File: config.mk
export PLATFORM = sky130hd
export DESIGN_NAME = wb_arbiter
export DESIGN_NICKNAME = d
export VERILOG_FILES = /design/src/rtl/wb_arbiter.sv
export SDC_FILE = /design/constraint.sdc
export NUM_CORES = 1
export LEC_CHECK = 0
export ABC_CLOCK_PERIOD_IN_PS = 4800
export CORE_MARGIN = 2
export CORE_UTILIZATION = 48
export DETAILED_ROUTE_END_ITERATION = 6
export PLACE_DENSITY = 0.77
export REMOVE_ABC_BUFFERS = 1
export SETUP_SLACK_MARGIN = 0.5
export SLEW_MARGIN = 20
export SYNTH_ARGS = -nofsm -noshare
export SYNTH_HDL_FRONTEND = slang
export SYNTH_SLANG_ARGS = --single-unit
File: constraint.sdc
create_clock -name clk -period 4.8 [get_ports clk]
set_input_delay 0.72 -clock clk [delete_from_list [all_inputs] [get_ports clk]]
set_output_delay 0.72 -clock clk [all_outputs]
set_load 0.01 [all_outputs]
File: src/rtl/wb_arbiter.sv
// wb_arbiter: merges the unstallable ALU write path with a buffered mult/div path onto
// the register-file write port, squashing stale buffered writes and reporting RAW hazards.
module wb_arbiter #(
    parameter int DEPTH      = 2,
    parameter int MAX_STARVE = 4
) (
    input  logic        clk,
    input  logic        rst,
    input  logic        alu_valid,
    input  logic [4:0]  alu_rd,
    input  logic [31:0] alu_data,
    input  logic        md_valid,
    output logic        md_ready,
    input  logic [4:0]  md_rd,
    input  logic [31:0] md_data,
    input  logic [4:0]  query_rs,
    input  logic [4:0]  query_rt,
    output logic        pending_rs,
    output logic        pending_rt,
    output logic        stall_req,
    output logic        RegWrite,
    output logic [4:0]  WriteRegister,
    output logic [31:0] WriteData,
    output logic        err
);
    localparam int AW = (DEPTH > 1) ? $clog2(DEPTH) : 1;
    localparam int SW = $clog2(MAX_STARVE + 1);
    localparam logic [AW:0] FULL = (AW + 1)'(DEPTH);
    localparam logic [SW-1:0] STARVE_LIMIT = SW'(MAX_STARVE);

    logic [4:0]       entRd   [DEPTH];
    logic [31:0]      entData [DEPTH];
    logic [DEPTH-1:0] entLive;
    logic [AW-1:0]    head, tail;
    logic [AW:0]      count;
    logic [SW-1:0]    starveCnt, starveInc;
    logic             aluReq, push, pop, nonEmpty, issueHead, anyLive;

    always_comb begin
        aluReq     = alu_valid && alu_rd != 5'd0;
        md_ready   = count < FULL;
        push       = md_valid && md_ready && md_rd != 5'd0;
        nonEmpty   = count != '0;
        issueHead  = !aluReq && entLive[head];
        pop        = !aluReq && nonEmpty;
        anyLive    = |entLive;
        starveInc  = starveCnt + 1'b1;
        pending_rs = 1'b0;
        pending_rt = 1'b0;
        for (int i = 0; i < DEPTH; i++) begin
            pending_rs = pending_rs | (entLive[i] && entRd[i] == query_rs);
            pending_rt = pending_rt | (entLive[i] && entRd[i] == query_rt);
        end
        pending_rs = pending_rs && query_rs != 5'd0;
        pending_rt = pending_rt && query_rt != 5'd0;
    end

    // A slot's live bit is cleared on pop, so live always implies occupied.
    always_ff @(posedge clk or posedge rst) begin
        if (rst) begin
            head          <= '0;
            tail          <= '0;
            count         <= '0;
            entLive       <= '0;
            starveCnt     <= '0;
            stall_req     <= 1'b0;
            RegWrite      <= 1'b0;
            WriteRegister <= '0;
            WriteData     <= '0;
            err           <= 1'b0;
            for (int i = 0; i < DEPTH; i++) begin
                entRd[i]   <= '0;
                entData[i] <= '0;
            end
        end else begin
            RegWrite <= aluReq || issueHead;
            if (aluReq) begin
                WriteRegister <= alu_rd;
                WriteData     <= alu_data;
            end else if (issueHead) begin
                WriteRegister <= entRd[head];
                WriteData     <= entData[head];
            end
            err <= err || (aluReq && stall_req);
            for (int i = 0; i < DEPTH; i++)
                if (aluReq && entRd[i] == alu_rd) entLive[i] <= 1'b0;
            if (pop) begin
                entLive[head] <= 1'b0;
                head          <= head + 1'b1;
            end
            // The push lands after the squash, so a same-cycle entry stays live.
            if (push) begin
                entRd[tail]   <= md_rd;
                entData[tail] <= md_data;
                entLive[tail] <= 1'b1;
                tail          <= tail + 1'b1;
            end
            count <= count + (AW + 1)'(push) - (AW + 1)'(pop);
            if (!nonEmpty || issueHead) begin
                starveCnt <= '0;
                stall_req <= 1'b0;
            end else if (aluReq && anyLive && starveInc == STARVE_LIMIT) begin
                starveCnt <= '0;
                stall_req <= 1'b1;
            end else begin
                if (aluReq && anyLive) starveCnt <= starveInc;
                stall_req <= 1'b0;
            end
        end
    end
endmodule

After elaboration in Yosys (flattened, before gate mapping)
Index checks and enable logic that the tools add are counted.

cells by class
  add/subtract/negate cells = 5
  $lt $le $gt $ge = 8
  eq/ne operators = 7
  muxes and demuxes = 31
  bitwise operators = 7
  reductions and logical operators = 32

operator list
  operator                                                                       count
  32-bit 2-to-1 mux                                                              6
  64-bit bitwise mux                                                             1
  32-bit demux with 1-bit select                                                 1
  5-bit == test                                                                  6
  5-bit 2-to-1 mux                                                               6
  5-bit nonzero test                                                             4
  1-bit logical AND                                                              19
  10-bit bitwise mux                                                             1
  3-bit 2-to-1 mux                                                               3
  1-bit 2-to-1 mux                                                               8
  5-bit demux with 1-bit select                                                  1
  2-bit >= comparator (second input constant)                                    2
  1-bit by 2-bit less-than comparator with 1-bit output (second input constant)  2
  2-bit 2-to-1 mux                                                               2
  1-bit NOT with 2-bit output                                                    2
  2-bit nonzero test                                                             2
  3-bit by 1-bit adder with 3-bit output (second input constant)                 1
  3-bit == test (second input constant)                                          1
  1-bit logical OR                                                               3
  3-bit nonzero test                                                             1
  1-bit adder (second input constant)                                            2
  2-bit by 1-bit adder with 2-bit output                                         1
  2-bit AND                                                                      1
  1-bit demux with 1-bit select                                                  2
  other kinds (9)                                                                12

word-level totals
  register bits after elaboration = 123
  input port bits = 88
  logic and storage cells = 104

Depth between registers and ports, before layout
  word-level depth = 9
  depth in mapped cells = 10

Worst setup path before layout
Ideal clock, no wire load.

  path kind = input-to-reg
  start = input port alu_rd[0]
  end = register count[1]
  setup time = 0.124 ns
  arrival = 2.399 ns
  slack = 2.277 ns
  cell stages on the path = 10
  buffers on the path = 2
  cell sequence = nor3_1 a21boi_1 clkbuf_1 buf_1 nor2_1 ha_1 inv_1 ha_1 xnor2_1 xnor2_1

between the ends
  word-level cells in the longest chain between the ends = 5

ends and longest elaborated chain
  item                                         RTL line  source
  from (decl)                                  10        input logic [4:0] alu_rd,
  5-bit nonzero test                           40        aluReq = alu_valid && alu_rd != 5'd0;
  1-bit logical AND                            40
  1-bit zero test                              45        pop = !aluReq && nonEmpty;
  1-bit logical AND                            45
  net pop                                      37        logic aluReq, push, pop, nonEmpty, issueHead, anyLive;
  2-bit by 1-bit subtractor with 2-bit output  98        count <= count + (AW + 1)'(push) - (AW + 1)'(pop);
  to (signal assigned)                         98
  to (decl)                                    35        logic [AW:0] count;

The timed path passes the listed nets, and every way through them passes these cells.
A chain may end at the register's enable or synchronous reset.

Worst setup path after layout
  start = input port query_rt[4]
  end = output port pending_rt

between the ends
  word-level cells in the longest chain between the ends = 4
  elaborated cells on any way between the ends = 7

ends and longest elaborated chain
  item                   RTL line  source
  from (decl)            17        input logic [4:0] query_rt,
  5-bit == test          52        pending_rt = pending_rt | (entLive[i] && entRd[i] == query_rt);
  1-bit logical AND      52
  1-bit OR               52
  1-bit logical AND (*)  55        pending_rt = pending_rt && query_rt != 5'd0;
  to (decl)              19        output logic pending_rt,

Every way passes the cells marked *; elsewhere a longest branch is shown, timed or not.

==> results.md <==
- Largest net degree at the start of global routing: 47
- Ys flop type: dfrtp_1
- Height of the die: 114 µm
- #FFs+latches synth: 123
- GR Util met2: 35.3%
- Sequential fraction of the synthesis area: 53.1%
- First-pass DRT Iterations: 4
- # diodes: 0
- First-pass GRT wire length: 21400 µm
- Die area: 13000 µm²
- Main area contributors after synthesis: dfrtp_1, mux2_2, mux2i_1
- Hold Path Class: reg -> reg
- Die X: 114 µm
- Initial DRC count: 229
- Crit path arrival time: 2.52 ns
- Power density cells: 651 nW/µm²
- Area after DPL: 7250 µm²
- Core area: 11900 µm²
- DRC violations left: 0
- Final Cell Area: 7810 µm²
- Setup bufs post-CTS: 0
- Layout cells sized above 1: 18.0%
- I/O Buffers: 130
- Area growth syn-to-layout: 34.7%
- Ys async rst share: 100%
- Worst flop-to-flop path endpoint: entData[54]
- Hold path depth: 1
- Unique masters post-synth: 34
- Slew @ Worst Pin: 0.883 ns
- Slew headroom: 41.0%
- Final core utilization: 65.6%
- Clk slew on worst S/H paths: 0.05 ns
- Total CTS buffers: 17
- Synth warn: 0
- Share of Yosys cell area claimed by the top area cell type: 53.1%
- Syn Inst Count: 502
- Worst setup SP type: input pin
- Clock buffer depth: 2
- Syn Std Cell Area: 5800 µm²
- Fin. max-slew vios: 0
- Root Driver: clkbuf_16
- Final hold vios: 0
- Vias in the first global route: 4437
- Status: finished, final reports clean
- RSZ-0062 raised after global routing: false
- Layout net count: 723
- Hold buffers post-CTS: 0
- Crit Path Max Fanout: 3
- Remaining global-route overflow: 0
- Finish-stage setup viols: 0
- Syn_area_per_cell: 11.5 µm²
- Total via count in the routed design: 4196
- Wire length per cell: 16.6 µm
- CP endpoint kind: output pin
- Num rows: 40
- M3 GR Usage: 5.90%
- Via-to-Cell Ratio: 5.33
- Min Tclk post-route: 3.24 ns
- H-tree level count: 4
- Final GP Congestion: 0.800
- Critical R2R Launch: count[1]
- Max-cap violations: 0
- Antenna-violating nets left: 0
- Initial Util: 48.7%
- Worst EP required: 4.08 ns
- WHS Endpoint: err
- Clock sink count: 123
- TritonCTS clock tree: done
- Hold_sp: err
- Post-DP HPWL: 8680 µm
- Grt met1 use: 26.2%
- Layout Skew: 0.00602 ns
- Max Clk Rate: 308 MHz
- I/O pin count: 131
- Total track usage: 21.3%
- Final Cycle Share: 67.6%
- Post-Route WL: 13100 µm
- Insertion delay to the later sink of the worst-skew pair: 0.41 ns
- Worst Reg-to-Reg Cells: 6
- Post-CTS Resized: 0
- Initial antenna violation count: 0
- Leakage: 0.00339 µW
- Number of synthesized flops with an enable pin: 0
- GR peak layer: met2
- Worst reg-to-reg setup slack: 2.52 ns
- Area leader, netlist: dfrtp_1
- Max IR drop VDD: 417 µV
- CP Class: in -> out
==> worst max-delay path: stages <==
cell,delay [ns]
clkdlybuf4s50_1,0.47
xor2_1,0.17
nor4_1,0.27
nand3_1,0.13
a21oi_1,0.20
clkdlybuf4s50_1,0.56
==> routing by layer <==
| metal | up-vias | part of all wire [%] |
|---|---|---|
| met5 | - | 0 |
| met4 | 0 | 2.4 |
| met3 | 26 | 5.0 |
| met2 | 128 | 49 |
| met1 | 2046 | 44 |
| li1 | 1996 | - |
==> power breakdown <==
group | switching [µW] | internal, µW
Combinational | 909 | 1150
Clock | 415 | 728
Sequential | 356 | 1530
Total | 1680 | 3400
==> registers in the layout, summed over array words and instances (netlist names) <==
| name | count |
|---|---|
| RegWrite | 1 |
| head | 1 |
| err | 1 |
| entRd | 10 |
| tail | 1 |
| starveCnt | 3 |
| stall_req | 1 |
| entLive | 2 |
| entData | 64 |
| WriteRegister | 5 |
| WriteData | 32 |
| count | 2 |
==> through the flow <==
step                setup slack [ns]  hold slack [ns]  std cells  total power (µW)  TNS [ns]
finish                          1.56            0.455        787              5080         0
global route                    1.48            0.468        787              5410         0
CTS                             1.54            0.459        786              5090         0
detailed placement              1.54            0.448        758              3920         0
global placement                1.55            0.437        757              3820         0
floorplan                     -0.271            0.468        473              3190    -10.67
==> synth_stat cells (4+ instances only) <==
cell / count
nand2_1: 38
nor2_1: 48
nand3_1: 4
mux2_4: 19
clkbuf_1: 19
o21ai_0: 40
ha_1: 4
xor2_1: 22
dfrtp_1: 123
nor4_1: 4
a21oi_1: 40
mux2_2: 55
mux2i_1: 41
xnor2_1: 11
inv_1: 5
==> logic make-up (layout without fill, tap and decap cells) <==
logic type / Yosys count / in the layout / synth area share [%]
AO/OA/AOI/OAI: 87 / 87 / 7.83
multiplexers: 115 / 115 / 22.7
AND/OR/NAND/NOR: 106 / 106 / 7.73
adder cells (fa/ha/maj): 4 / 4 / 0.863
buffers and inverters: 34 / 172 / 2.83
flip-flops: 123 / 123 / 53.1
XOR/XNOR: 33 / 33 / 4.98
==> cells in the final DEF (no fill, tap or decap), drive strengths merged, types with 22 or more instances in the layout <==
cell / n
dfrtp: 123
clkdlybuf4s50: 130
xor2: 22
mux2: 74
nand2: 38
nor2: 48
o21ai: 41
a21oi: 40
mux2i: 41
clkbuf: 26
==> worst max path at each step <==
| stage | cells past startpoint | to | from |
|---|---|---|---|
| detailed placement | 6 | pending_rt | query_rt[4] |
| CTS | 6 | pending_rt | query_rt[4] |
| finish | 6 | pending_rt | query_rt[4] |
| global placement | 6 | entData[48] | md_valid |
| floorplan | 4 | WriteData[0] | head |
| global route | 6 | pending_rs | query_rs[0] |
==> final cells by class <==
cell class / instances / area (µm²)
inverters: 5 / 21.3
clock inverters: 2 / 10.0
flip-flops and latches: 123 / 3080
well taps: 147 / 184
multi-input cells: 345 / 2590
repair buffers: 139 / 1410
clock buffers: 26 / 519
fillers: 936 / 4100
Power figures use the tool's default switching activity.
